**src/rtl/nonce_dispatcher.sv**
```systemverilog
// nonce_dispatcher: splits one mining job's nonce range across NUM_CORES hash
// cores. Nonces go out one per cycle, round-robin, to idle cores. Issuing stops
// at the first golden hit or when the range is used up. Once every in-flight
// hash has drained, a single result is held on a valid/ready port.
// Optional feature: define NONCE_DISPATCH_ABORT_EN to add the job_abort input.
module nonce_dispatcher #(
    parameter int unsigned NUM_CORES = 4,
    parameter int unsigned NONCE_W   = 32
) (
    input  logic                 clk,
    input  logic                 reset,
    input  logic                 job_valid,
    output logic                 job_ready,
    input  logic [NONCE_W-1:0]   job_start,
    input  logic [NONCE_W-1:0]   job_end,
`ifdef NONCE_DISPATCH_ABORT_EN
    input  logic                 job_abort,
`endif
    input  logic [NUM_CORES-1:0] core_ready,
    output logic [NUM_CORES-1:0] core_start,
    output logic [NONCE_W-1:0]   core_nonce,
    input  logic [NUM_CORES-1:0] core_done,
    input  logic [NUM_CORES-1:0] core_hit,
    output logic                 result_valid,
    input  logic                 result_ready,
    output logic                 result_found,
    output logic [NONCE_W-1:0]   result_nonce,
    output logic                 busy
);

    localparam int unsigned IDX_W = (NUM_CORES > 1) ? $clog2(NUM_CORES) : 1;

    typedef enum logic [1:0] {S_IDLE, S_DISPATCH, S_DRAIN, S_REPORT} state_t;

    state_t                 state_q, state_d;
    logic [NONCE_W-1:0]     next_q, next_d;
    logic [NONCE_W-1:0]     end_q, end_d;
    logic                   hit_q, hit_d;
    logic [NONCE_W-1:0]     hit_nonce_q, hit_nonce_d;
    logic [NUM_CORES-1:0]   inflight_q, inflight_d;
    logic [IDX_W-1:0]       last_q, last_d;
    logic [NONCE_W-1:0]     tag_q [NUM_CORES];
    logic [NONCE_W-1:0]     tag_d [NUM_CORES];
    logic                   job_ready_q, job_ready_d;
    logic                   busy_q, busy_d;
    logic                   res_valid_q, res_valid_d;
    logic                   res_found_q, res_found_d;
    logic [NONCE_W-1:0]     res_nonce_q, res_nonce_d;

    logic [NUM_CORES-1:0]   eligible;
    logic [IDX_W-1:0]       rr_idx;
    logic [IDX_W-1:0]       issue_idx;
    logic                   issue_any;
    logic                   hit_found;

    // Round-robin pick: first eligible core after the last issued index.
    always_comb begin
        eligible  = core_ready & ~inflight_q;
        rr_idx    = last_q;
        issue_idx = '0;
        issue_any = 1'b0;
        for (int unsigned k = 0; k < NUM_CORES; k++) begin
            if (rr_idx == IDX_W'(NUM_CORES - 1)) begin
                rr_idx = '0;
            end else begin
                rr_idx = rr_idx + IDX_W'(1);
            end
            if (!issue_any && eligible[rr_idx]) begin
                issue_any = 1'b1;
                issue_idx = rr_idx;
            end
        end
    end

    // Next-state, completion tracking and issue outputs.
    always_comb begin
        state_d     = state_q;
        next_d      = next_q;
        end_d       = end_q;
        hit_d       = hit_q;
        hit_nonce_d = hit_nonce_q;
        inflight_d  = inflight_q;
        last_d      = last_q;
        tag_d       = tag_q;
        core_start  = '0;
        core_nonce  = '0;
        hit_found   = 1'b0;

        // Completions retire in any state; the lowest-index new hit wins.
        for (int unsigned i = 0; i < NUM_CORES; i++) begin
            if (core_done[i] && inflight_q[i]) begin
                inflight_d[i] = 1'b0;
                if (core_hit[i] && !hit_q && !hit_found) begin
                    hit_found   = 1'b1;
                    hit_nonce_d = tag_q[i];
                end
            end
        end
        if (hit_found) begin
            hit_d = 1'b1;
        end

        case (state_q)
            S_IDLE: begin
                if (job_valid && job_ready_q) begin
                    next_d  = job_start;
                    end_d   = job_end;
                    hit_d   = 1'b0;
                    last_d  = IDX_W'(NUM_CORES - 1);
                    state_d = S_DISPATCH;
                end
            end
            S_DISPATCH: begin
`ifdef NONCE_DISPATCH_ABORT_EN
                if (job_abort) begin
                    state_d = S_DRAIN;
                end else
`endif
                begin
                    if (issue_any) begin
                        core_start        = NUM_CORES'(1) << issue_idx;
                        core_nonce        = next_q;
                        inflight_d        = inflight_d | (NUM_CORES'(1) << issue_idx);
                        tag_d[issue_idx]  = next_q;
                        last_d            = issue_idx;
                        next_d            = next_q + NONCE_W'(1);
                        if (next_q == end_q) begin
                            state_d = S_DRAIN;
                        end
                    end
                    if (hit_found) begin
                        state_d = S_DRAIN;
                    end
                end
            end
            S_DRAIN: begin
                if (inflight_q == '0) begin
                    state_d = S_REPORT;
                end
            end
            S_REPORT: begin
                if (result_ready) begin
                    state_d = S_IDLE;
                end
            end
            default: state_d = S_IDLE;
        endcase

        job_ready_d = (state_d == S_IDLE);
        busy_d      = (state_d != S_IDLE);
        res_valid_d = (state_d == S_REPORT);
        res_found_d = (state_d == S_REPORT) && hit_d;
        res_nonce_d = ((state_d == S_REPORT) && hit_d) ? hit_nonce_d : '0;
    end

    // State and registered outputs.
    always_ff @(posedge clk or negedge reset) begin
        if (!reset) begin
            state_q     <= S_IDLE;
            next_q      <= '0;
            end_q       <= '0;
            hit_q       <= 1'b0;
            hit_nonce_q <= '0;
            inflight_q  <= '0;
            last_q      <= IDX_W'(NUM_CORES - 1);
            for (int unsigned i = 0; i < NUM_CORES; i++) begin
                tag_q[i] <= '0;
            end
            job_ready_q <= 1'b0;
            busy_q      <= 1'b0;
            res_valid_q <= 1'b0;
            res_found_q <= 1'b0;
            res_nonce_q <= '0;
        end else begin
            state_q     <= state_d;
            next_q      <= next_d;
            end_q       <= end_d;
            hit_q       <= hit_d;
            hit_nonce_q <= hit_nonce_d;
            inflight_q  <= inflight_d;
            last_q      <= last_d;
            tag_q       <= tag_d;
            job_ready_q <= job_ready_d;
            busy_q      <= busy_d;
            res_valid_q <= res_valid_d;
            res_found_q <= res_found_d;
            res_nonce_q <= res_nonce_d;
        end
    end

    assign job_ready    = job_ready_q;
    assign busy         = busy_q;
    assign result_valid = res_valid_q;
    assign result_found = res_found_q;
    assign result_nonce = res_nonce_q;

endmodule
```
**config.mk**
```make
export PLATFORM = sky130hd
export DESIGN_NAME = nonce_dispatcher
export DESIGN_NICKNAME = d
export VERILOG_FILES = /design/src/rtl/nonce_dispatcher.sv
export SDC_FILE = /design/constraint.sdc
export NUM_CORES = 1
export LEC_CHECK = 0
export CAP_MARGIN = 10
export CELL_PAD_IN_SITES_DETAIL_PLACEMENT = 0
export CELL_PAD_IN_SITES_GLOBAL_PLACEMENT = 1
export CORE_MARGIN = 2
export CORE_UTILIZATION = 30
export DETAILED_ROUTE_END_ITERATION = 16
export GPL_TIMING_DRIVEN = 0
export PLACE_DENSITY_LB_ADDON = 0.1
export SLEW_MARGIN = 20
export SYNTH_ARGS = -nofsm -noshare
export SYNTH_HDL_FRONTEND = slang
export SYNTH_SLANG_ARGS = --single-unit
```
**constraint.sdc**
```tcl
create_clock -name clk -period 2.5 [get_ports clk]
set_input_delay 0.25 -clock clk [delete_from_list [all_inputs] [get_ports clk]]
set_output_delay 0.25 -clock clk [all_outputs]
set_load 0.02 [all_outputs]
```
# Word-level counts from Yosys, hierarchy flattened
# Cells that the tools add are included.
classes:
  eq_ne: 11
  mux: 66
  n_shift: 1
  bitwise: 4
  n_addsub: 5
  reduce_logical: 32
  magnitude_cmp: 6
ops:
  columns: ["cell", "count"]
  rows:
  - ["$mux 32", 14]
  - ["$bwmux 128", 1]
  - ["$demux 32 s2", 1]
  - ["$pmux 32 s2", 1]
  - ["$add 32x1->32 const B", 1]
  - ["$eq 32x32->1", 1]
  - ["$mux 2", 16]
  - ["$mux 1", 23]
  - ["$logic_and 1x1->1", 17]
  - ["$mux 4", 4]
  - ["$eq 2x2->1 const B", 7]
  - ["$lt 2x3->1 const B", 4]
  - ["$add 2x1->2 const B", 4]
  - ["$bmux 1 s2", 4]
  - ["$pmux 2 s4", 1]
  - ["$logic_not 1->1", 7]
  - ["$and 4x4->4", 1]
  - ["$logic_not 2->1", 2]
  - ["$logic_not 4->1", 1]
  - ["$ne 2x2->1 const B", 2]
  - ["$not 4->4", 1]
  - ["$or 4x4->4", 1]
  - ["$pmux 2 s2", 1]
  - ["$reduce_and 2->1", 2]
  - ["other kinds (7)", 8]
totals:
  output_inout_bits: 72
  ff_bits: 269
  inputBits: 80
  elab_cells: 141

# Depth between registers and ports, before layout
# Gate-level depths: netlist of the first run.
logic_depth:
  ltp_word: 21
  depth_mapped: 8
  depth_no_buf: 6

# Least setup slack after synthesis of the first run
# No wires, ideal clock.
synth_path:
  path_kind: "register to register"
  startpoint: "reg last_q[0]"
  endpoint: "reg tag_q[60] (netlist name)"
  t_arrival_ns: 2.273
  setup_slack_ns: 0.100
  required_ns: 2.372
  setup_time_ns: 0.128
  path_stages_with_launch: 8
  path_cell_list: "dfstp_2 ha_1 nand3b_1 a2111oi_2 or3_4 nor3_4 buf_4 mux2_1"
synth_via:
  elab_chain_cells: 20
  word_cells_on_any_way: 42
synth_lines:
  columns: ["element", "line_no", "rtl"]
  rows:
  - ["start: declaration", "41", "logic [IDX_W-1:0] last_q, last_d;"]
  - ["start signal: assignment", "165", "last_q <= IDX_W'(NUM_CORES - 1);"]
  - ["start signal: assignment", "181", "last_q <= last_d;"]
  - ["$add 2x1->2 or $eq 2x2->1 (tied branches)", "66, 63", null]
  - ["$mux 2 *", "63", "if (rr_idx == IDX_W'(NUM_CORES - 1)) begin"]
  - ["parallel branches: the longest is 18 deep, another holds $ge 3x3->1", null, null]
  - ["end signal: assignment", "182", "tag_q <= tag_d;"]
  - ["end: declaration", "42", "logic [NONCE_W-1:0] tag_q [NUM_CORES];"]
# Mark *: on every way between the ends. The select of a mux whose other input is x is not followed.
# A chain may end at the register's enable or synchronous reset.

# Final worst setup path of the first run
layout_path:
  startpoint: "reg last_q[0]"
  endpoint: "out core_start[2]"
layout_via:
  elab_chain_cells: 17
  word_cells_on_any_way: 37
layout_lines:
  columns: ["element", "line_no", "rtl"]
  rows:
  - ["$add 2x1->2 or $eq 2x2->1 (tied branches)", "66, 63", null]
  - ["$mux 2 *", "63", null]
  - ["parallel branches: the longest is 13 deep, another holds $add 2x1->2", null, null]
  - ["$mux 4 *", "120", "if (issue_any) begin"]
  - ["$mux 4 *", "103", "case (state_q)"]
  - ["end: declaration", "20", "output logic [NUM_CORES-1:0] core_start,"]
# Marked as above.

==> impl_metrics.yaml, run 1 <==
timing:
  fin_crit_ps: 2697
  setup_viol_count_final: 32
  fin_skew_ps: 22.10
  tightest_slew_ps: 727.2
  drv_slew: 0
  max_freq_mhz: 370.8
  hold_viol: 0
  finalCritPeriodShare_pct: 107.9
  setup_slack_ps: -197.1
  slew_headroom_pct: 51.52
  rsz0062_at_grt: "yes"
yosys:
  yosysTopAreaCellShare_pct: 53.63
  synth_edf_count: 0
  yosysTopAreaCell: "dfrtp_1"
  synthesis.area_sq_um: 12460
  async_flop_share_pct: 100.0
  ys_types: 67
  synth_nets: 1245
  yosys_warnings: 0
  synth_seq_area_share_pct: 54.05
  synth_cells: 1163
  synth-main-ff-cell: "dfrtp_1"
  ys_ff_latch: 269
  avgSynthCellArea_sq_um: 10.71
  synth.area.top_cells: "dfrtp_1 (54%), mux2_2 (8.1%), nand2_1 (3.9%), a21oi_1 (3.7%), mux2_1 (3.5%)"
detailed_routing:
  drtIter0Drc: 559
  drtPass1Iterations: 4
  via_per_inst: 5.118
  ant_nets: 0
  wl_microns: 45090
  drc: 0
  wl_per_cell_microns: 23.22
  vias: 9940
place:
  dp_cells: 1849
  place_congestion: 0.7967
  numPortBuffers: 151
  hpwl_microns: 30310
run_status:
  status: "finished with violations"
  violations: "setup timing"
setup_path:
  cp.arrival_ps: 2450
  worst-path-stages: 7
  required_ps: 2250
  crit_fanout: 5
  slowest_delay_ps: 560
  r2r_cells: 11
  worstSetupPathType: "flip-flop to primary output"
  startpoint_type: "flip-flop"
  cpMostUsedCell: "buf_6"
  worst_path_max_delay_cell: "dfstp_2"
  cp-end-kind: "primary output"
  cp_cell_sequence: "ha_4 > nand3b_1 > a2111oi_4 > or3_4 > nor3_4 > buf_6 > buf_6"
  cp_top_family: "simple AND/OR/NAND/NOR gates"
  crit_buf_inv: 2
cts:
  path_clk_slew_ps: 50
  clock_latency_ps: 530
  htree_levels: 2
  cts_root_buffer: "clkbuf_16"
  cts_num_sinks: 269
  cts_tree: "yes"
  cts_buffers: 34
  clock_path_buffers: 3
worst_hold_path:
  hp-class: "primary input to async pin"
finish:
  final_core_util_pct: 40.57
  multi_input_area_sq_um: 5528
  seq_area_sq_um: 6743
  fillers: 4071
  area_delta_synth_final_pct: 33.25
  nets: 1470
  final_cells: 1942
  drive_gt1_share_pct: 21.86
die:
  core_sq_um: 40920
  dieWidth_microns: 207.8
  io_pins: 152
  die_h_microns: 207.8
  rows: 74
  initial_core_util_pct: 30.45
  die_area_sq_um: 43180
pwr:
  leakagePower_uw: 0.007489
  powerDensity_nw_per_um2: 1407
  ir_drop_mv: 0.4123
flow_run:
  max_cap_viol_count: 0
global_routing:
  grt_max_degree: 91
  grt.total_usage_pct: 20.67
  antenna_found_initial: 0
  overflow: 0
  grt_pass1_wl_microns: 67500
  first_global_vias: 10270
-- per-layer routing --
metal  wire length [microns]  part of all wire [%]  track usage (%)  vias to the layer above
li1                        -                     -                -                     4579
met1                   21460                    48            29.57                     5044
met2                   20300                    45            31.89                      251
met3                    2146                   4.8            3.707                       66
met4                    1191                   2.6            6.114                        0
met5                       0                     0                0                        -
-- synth_stat cells (5+ instances only) --
cell / count
and3_1: 37
nand3_1: 55
o22a_1: 37
or3_1: 5
buf_4: 6
nand4_1: 15
buf_2: 14
nand2_1: 129
mux2_1: 39
inv_1: 18
dfrtp_1: 267
a31oi_1: 5
o22ai_1: 12
clkbuf_1: 78
xnor2_1: 30
a21o_1: 35
mux2_2: 90
nor3_1: 9
a21oi_1: 91
nor2_1: 62
and2_1: 25
nor4_1: 7
nand4b_1: 5
o211ai_1: 5
nand2b_1: 6
o21ai_0: 16
-- layout by cell type, fill, tap and decap left out, types with 54 or more instances in the layout --
master	Yosys	final
clkdlybuf4s50_1	0	114
mux2_2	90	68
a21oi_1	91	91
nand2_1	129	128
dfrtp_1	267	260
nor2_1	62	59
nand3_1	55	54
clkbuf_1	78	58
-- where the power goes --
part	internal, uW	switching (uW)
clock	2870	1900
sequential	6350	1280
combinational	4960	6000
-- stage by stage --
stage	worst slack [ps]	power (uW)	hold slack, ps	area (sq um)	TNS [ps]
finish	-197.1	23360	246.9	16600	-1812
global route	-279.0	24770	239.0	16600	-6441
CTS	-196.3	23320	230.6	16490	-2411
detailed placement	-1267	17240	228.1	14720	-122590
global placement	-11390	17160	467.6	14640	-3170990
floorplan	99.57	13460	-45.59	12460	0
-- path summary, 6_finish.rpt --
| path | to | start | slack [ps] |
|---|---|---|---|
| max | core_start[2] | last_q[0] | -200 |
| min | result_valid | reset | 250 |
| max reg2reg | tag_q[122] | last_q[0] | -90 |
| min reg2reg | tag_q[57] | tag_q[57] | 490 |
| max in group asynchronous | next_q[5] | reset | 1150 |
| min in group clk | end_q[2] | job_end[2] | 250 |
-- layout make-up --
class                      instances  area share [%]
sequential                       269           40.61
multi-input combinational        775           33.30
timing repair buffer             197           11.67
clock buffer                      52           6.082
tap                              532           4.009
buffer                            93           3.542
inverter                          18          0.4522
clock inverter                     5          0.3241
antenna                            1         0.01507
-- cells by family (layout without fill, tap and decap cells) --
group	count (synthesis)	after routing	synth area share, %
simple gates	379	379	15.38
flops	269	269	54.05
compound gates	232	232	12.46
mux	130	130	11.74
buf+inv	119	365	3.916
xor+xnor	32	32	2.249
fa+ha+maj	2	2	0.2008
other cells	0	1	0
-- flip-flops by register name, summed over array words and instances, names as in the netlist --
signal / count
next_q: 32
tag_q: 128
inflight_q: 4
result_nonce: 32
last_q: 2
result_found: 1
hit_nonce_q: 32
hit_q: 1
job_ready: 1
result_valid: 1
end_q: 32
state_q: 2
busy: 1
-- repair_timing --
item,in CTS,in global routing
setup endpoints to repair,243,171
buffers inserted,31,13
endpoints found under the hold margin,58,0
gates cloned,2,2
hold buffers,1,0
gates resized for setup,219,86
pin swaps,11,5
-- worst reg2reg max path, stage by stage (launching register included) --
cell	delay (ps)
dfstp_2	560
ha_4	160
nand3b_1	130
a2111oi_4	350
buf_4	180
nor3_4	50
nor3_4	200
buf_4	160
buf_8	130
buf_12	120
buf_12	130
mux2_4	300
(Power assumes the default switching activity.)
==> run 2, diff against run 1 <==
Settings changed: GPL_TIMING_DRIVEN 0 to unset.
==> run 2 against run 1 <==
The flow still finishes with violations (setup timing). Critical path depth up 1. Total power grew 0.54%. Cell count fell by 2.1%. Global-route usage fell by 0.49 points. Critical path type unchanged. Largest cell class unchanged. Highest routed layer unchanged.
==> impl_metrics.yaml, run 2 (synthesis gave the netlist of run 1 again) <==
finish:
  final_area_sq_um: 16550
  final_common_cell: "dfrtp_1"
  final_cell_mix: "dfrtp_1 (265), nand2_1 (129), clkdlybuf4s50_1 (114), a21oi_1 (91), mux2_2 (90)"
  largest_register_ffs: 128
  area_delta_synth_final_pct: 32.81
  drive_gt1_share_pct: 23.36
  num_antenna_cells: 0
  nets: 1428
  regMostFlops: "tag_q"
die:
  die_area_sq_um: 43180
  initial_core_util_pct: 30.45
  rows: 74
  dieWidth_microns: 207.8
  core_sq_um: 40920
  die_h_microns: 207.8
  io_pins: 152
global_routing:
  antenna_found_initial: 1
  grt.total_usage_pct: 20.18
  grt_max_degree: 68
  first_global_vias: 10200
  grt_pass1_wl_microns: 66590
  overflow: 0
setup_path:
  cp_top_family: "flip-flops"
  r2r-start: "last_q[0]"
  worstSetupPathType: "flip-flop to primary output"
  slowest_delay_ps: 560
  r2r_cells: 8
  startpoint_type: "flip-flop"
  crit_fanout: 4
  cp_cell_sequence: "ha_4 > buf_6 > a21o_1 > o22ai_4 > buf_6 > nor3_4 > buf_12 > buf_8"
  cp-end-kind: "primary output"
  worst_path_max_delay_cell: "dfstp_2"
  required_ps: 2250
  cp.arrival_ps: 2320
  timing.rr.end: "tag_q[63]"
  crit_buf_inv: 4
  cpMostUsedCell: "buf_6"
  r2r_slack_ps: 80
timing:
  tns_ps: -188.8
  hold_viol: 0
  drv_slew: 0
  fin_skew_ps: 16.87
  setup_viol_count_final: 4
  setup_slack_ps: -68.82
  rsz0062_at_grt: "yes"
  tightest_slew_ps: 579.3
  finalCritPeriodShare_pct: 102.8
  slew_headroom_pct: 61.25
  fin_crit_ps: 2569
  max_freq_mhz: 389.3
run_status:
  violations: "setup timing"
  status: "finished with violations"
pwr:
  switching_share_pct: 37.74
  p_comb_share_pct: 44.4
  powerDensity_nw_per_um2: 1420
  leakagePower_uw: 0.007459
  power_frac_clock_pct: 22.7
  p_int_uw: 14630
  total_power_uw: 23490
  p_switching_uw: 8865
  ir_drop_mv: 0.5067
  p_seq_share_pct: 32.9
detailed_routing:
  top_layer: "met4"
  routed-wl-met3_microns: 1687
  drtPass1Iterations: 5
  via_per_inst: 5.082
  ant_nets: 0
  drtIter0Drc: 565
  vias: 9666
  wl_microns: 44140
  met1_length_microns: 21400
  wl_met2_microns: 20170
  wl_per_cell_microns: 23.21
  drc: 0
cts:
  htree_levels: 1
  cts_buffers: 31
  cts_root_buffer: "clkbuf_16"
  path_clk_slew_ps: 60
  clock_latency_ps: 580
  cts_num_sinks: 269
  cts_tree: "yes"
  clock_path_buffers: 3
flow_run:
  max_cap_viol_count: 0
place:
  place_congestion: 0.7933
  numPortBuffers: 151
  hpwl_microns: 29190
  dp_slack_ps: -265.3
  placed_area_sq_um: 15120
worst_hold_path:
  hp-class: "primary input to async pin"
[run 2: cell types whose count changed in the layout (fill, tap and decap cells not counted), sizes merged]
cell	previous run	this run
inv	18	19
clkinv	4	5
buf	94	130
diode	1	0
bufinv	1	9
clkinvlp	0	3
dlygate4sd2	3	0
clkbuf	124	39
[run 2: power by group through the flow]
stage	Combinational, uW	Sequential (uW)	Clock, uW
after floorplan	6270	7190	0
after global routing	11300	7950	5640
final	10400	7720	5330
after global placement	9980	7750	0
after detailed placement	10100	7770	0
after CTS	10500	7710	5480
[run 2: worst max-delay path by stage]
stage / from / to / cells past startpoint / slack (ps)
floorplan: last_q[0] / tag_q[60] / 7 / 100
global placement: core_ready[3] / core_start[2] / 6 / -280
detailed placement: core_ready[0] / tag_q[126] / 8 / -270
CTS: last_q[0] / core_start[2] / 6 / -120
global route: last_q[0] / core_start[2] / 6 / -150
finish: last_q[0] / core_start[0] / 8 / -70
[run 2: layout make-up]
| class | instances | area (sq um) |
|---|---|---|
| Inverter | 18 | 67.56 |
| Fill cell | 4042 | 24380 |
| Multi-Input combinational cell | 775 | 5401 |
| Clock inverter | 18 | 326.6 |
| Sequential cell | 269 | 6736 |
| Clock buffer | 39 | 885.9 |
| Timing Repair Buffer | 251 | 2464 |
| Tap cell | 532 | 665.6 |
[run 2: layer usage]
layer	track usage, %	vias up
met4	5.087	0
met5	0	-
met3	2.421	49
li1	-	4472
met1	29.33	4919
met2	31.92	226
[run 2: repair_timing]
| action | CTS | global route |
|---|---|---|
| setup buffers | 7 | 2 |
| gates resized for setup | 156 | 40 |
| endpoints found under the hold margin | 269 | 0 |
| setup endpoints to repair | 103 | 84 |
| hold buffers | 1 | 0 |
| gates cloned | 1 | 0 |
| pin swaps | 6 | 2 |
[run 2: through the flow]
step	cells	hold slack, ps	util [%]
CTS	1901	147.8	40.58
global placement	1835	163.3	36.95
floorplan	1163	-45.59	-
finish	1902	163.7	40.43
detailed placement	1835	165.6	36.95
global route	1902	169.9	40.43
==> run 3, diff against run 2 <==
Settings changed: SKIP_CTS_REPAIR_TIMING set to 1.
==> run 3 against run 2 <==
The run still ends with setup timing left. Sequential power barely moved. Critical path depth did not move. Core utilization fell by 0.50 points. Global-route usage fell by 0.28 points. Combinational power fell by 4%. Hold slack barely moved. First-iteration DRC count rose by 0.53%. Critical path type unchanged.
==> impl_metrics.yaml, run 3 (synthesis gave the netlist of run 1 again) <==
run_status:
  status: "finished with violations"
  violations: "setup timing"
timing:
  hold_viol: 0
  tightest_slew_ps: 579.1
  drv_slew: 0
  fin_crit_ps: 2640
  slew_headroom_pct: 61.27
  tns_ps: -1864
  fin_skew_ps: 14.44
  finalCritPeriodShare_pct: 105.6
  setup_viol_count_final: 42
  setup_slack_ps: -139.9
  max_freq_mhz: 378.8
  rsz0062_at_grt: "yes"
global_routing:
  first_global_vias: 10090
  grt_max_degree: 68
  grt_pass1_wl_microns: 65780
  antenna_found_initial: 0
  grt.total_usage_pct: 19.90
  overflow: 0
place:
  placed_area_sq_um: 15120
  hpwl_microns: 29190
  dp_cells: 1835
  place_congestion: 0.7933
  dp_slack_ps: -265.3
  numPortBuffers: 151
setup_path:
  required_ps: 2250
  timing.critical_path.to: "core_start[0]"
  cpMostUsedCell: "buf_6"
  cp_top_family: "flip-flops"
  cp_cell_sequence: "ha_4 > buf_6 > a21o_1 > o22ai_4 > buf_6 > nor3_4 > buf_12 > buf_6"
  crit_buf_inv: 4
  slowest_delay_ps: 560
  worst_path_max_delay_cell: "dfstp_2"
  cp-end-kind: "primary output"
  worstSetupPathType: "flip-flop to primary output"
  timing.rr.end: "tag_q[101]"
  cp.arrival_ps: 2390
  r2r_cells: 8
  cp-startpoint: "last_q[0]"
  worst-path-stages: 8
  startpoint_type: "flip-flop"
  r2r_slack_ps: -40
  r2r-start: "last_q[0]"
  crit_fanout: 4
die:
  io_pins: 152
  die_area_sq_um: 43180
  dieWidth_microns: 207.8
  initial_core_util_pct: 30.45
  die_h_microns: 207.8
  core_sq_um: 40920
  rows: 74
finish:
  area_delta_synth_final_pct: 31.16
  final_common_cell: "dfrtp_1"
  num_antenna_cells: 0
  final_area_sq_um: 16340
  final_core_util_pct: 39.93
  final_cells: 1896
  nets: 1422
  regMostFlops: "tag_q"
  largest_register_ffs: 128
  drive_gt1_share_pct: 22.14
  final_cell_mix: "dfrtp_1 (267), nand2_1 (129), clkdlybuf4s50_1 (114), a21oi_1 (91), mux2_2 (90)"
  fillers: 4061
cts:
  cts_tree: "yes"
  clock_path_buffers: 3
  path_clk_slew_ps: 60
  cts_buffers: 31
  cts_root_buffer: "clkbuf_16"
  cts_num_sinks: 269
  clock_latency_ps: 580
  htree_levels: 1
detailed_routing:
  drtIter0Drc: 568
  via_per_inst: 5.075
  ant_nets: 0
  vias: 9622
  wl_per_cell_microns: 23.00
  drc: 0
  drtPass1Iterations: 5
  wl_microns: 43610
pwr:
  p_switching_uw: 8708
  power_frac_clock_pct: 23.1
  switching_share_pct: 37.85
  leakagePower_uw: 0.007444
  powerDensity_nw_per_um2: 1408
  p_comb_share_pct: 43.3
  p_int_uw: 14300
  ir_drop_mv: 0.5071
  p_seq_share_pct: 33.6
flow_run:
  max_cap_viol_count: 0
worst_hold_path:
  hp-class: "primary input to async pin"
-- run 3: worst min path at each step --
stage	endpoint	cells past startpoint
after floorplan	busy	0
after global placement	result_valid	1
after detailed placement	result_valid	1
after CTS	result_valid	1
after global routing	result_valid	2
final	result_valid	2
-- run 3: metal layers --
| layer | track usage (%) | up-vias | share of wire, % |
|---|---|---|---|
| met4 | 5.013 | 0 | 2.2 |
| met5 | 0 | - | 0 |
| met2 | 31.01 | 226 | 45 |
| met1 | 29.19 | 4893 | 48 |
| li1 | - | 4450 | - |
| met3 | 2.557 | 53 | 3.9 |
-- run 3: area by class of cell --
| class | count | area (sq um) | area share, % |
|---|---|---|---|
| Clock buffer | 39 | 885.9 | 5.421 |
| Clock inverter | 18 | 326.6 | 1.998 |
| Inverter | 18 | 67.56 | 0.4134 |
| Multi-Input combinational cell | 775 | 5348 | 32.72 |
| Sequential cell | 269 | 6734 | 41.21 |
| Tap cell | 532 | 665.6 | 4.073 |
| Timing Repair Buffer | 245 | 2315 | 14.16 |
-- run 3: power groups by stage --
stage	logic [uW]	clock network [uW]	registers, uW
final	9960	5320	7720
after floorplan	6270	0	7190
after detailed placement	10100	0	7770
after global routing	10800	5640	7950
after global placement	9980	0	7750
after CTS	10100	5480	7710
-- run 3: worst reg2reg max path, stage by stage, from the launching register on --
cell       delay, ps
dfstp_2          560
ha_4             140
nand3b_1         120
a2111oi_4        420
nor3_4           100
nor3_4           230
buf_12           150
buf_4            330
mux2_2           400
-- run 3: through the flow --
step	hold slack (ps)	power (uW)
floorplan	-45.59	13460
global placement	163.3	17730
detailed placement	165.6	17850
CTS	-455.6	23290
global route	168.1	24410
finish	163.5	23010
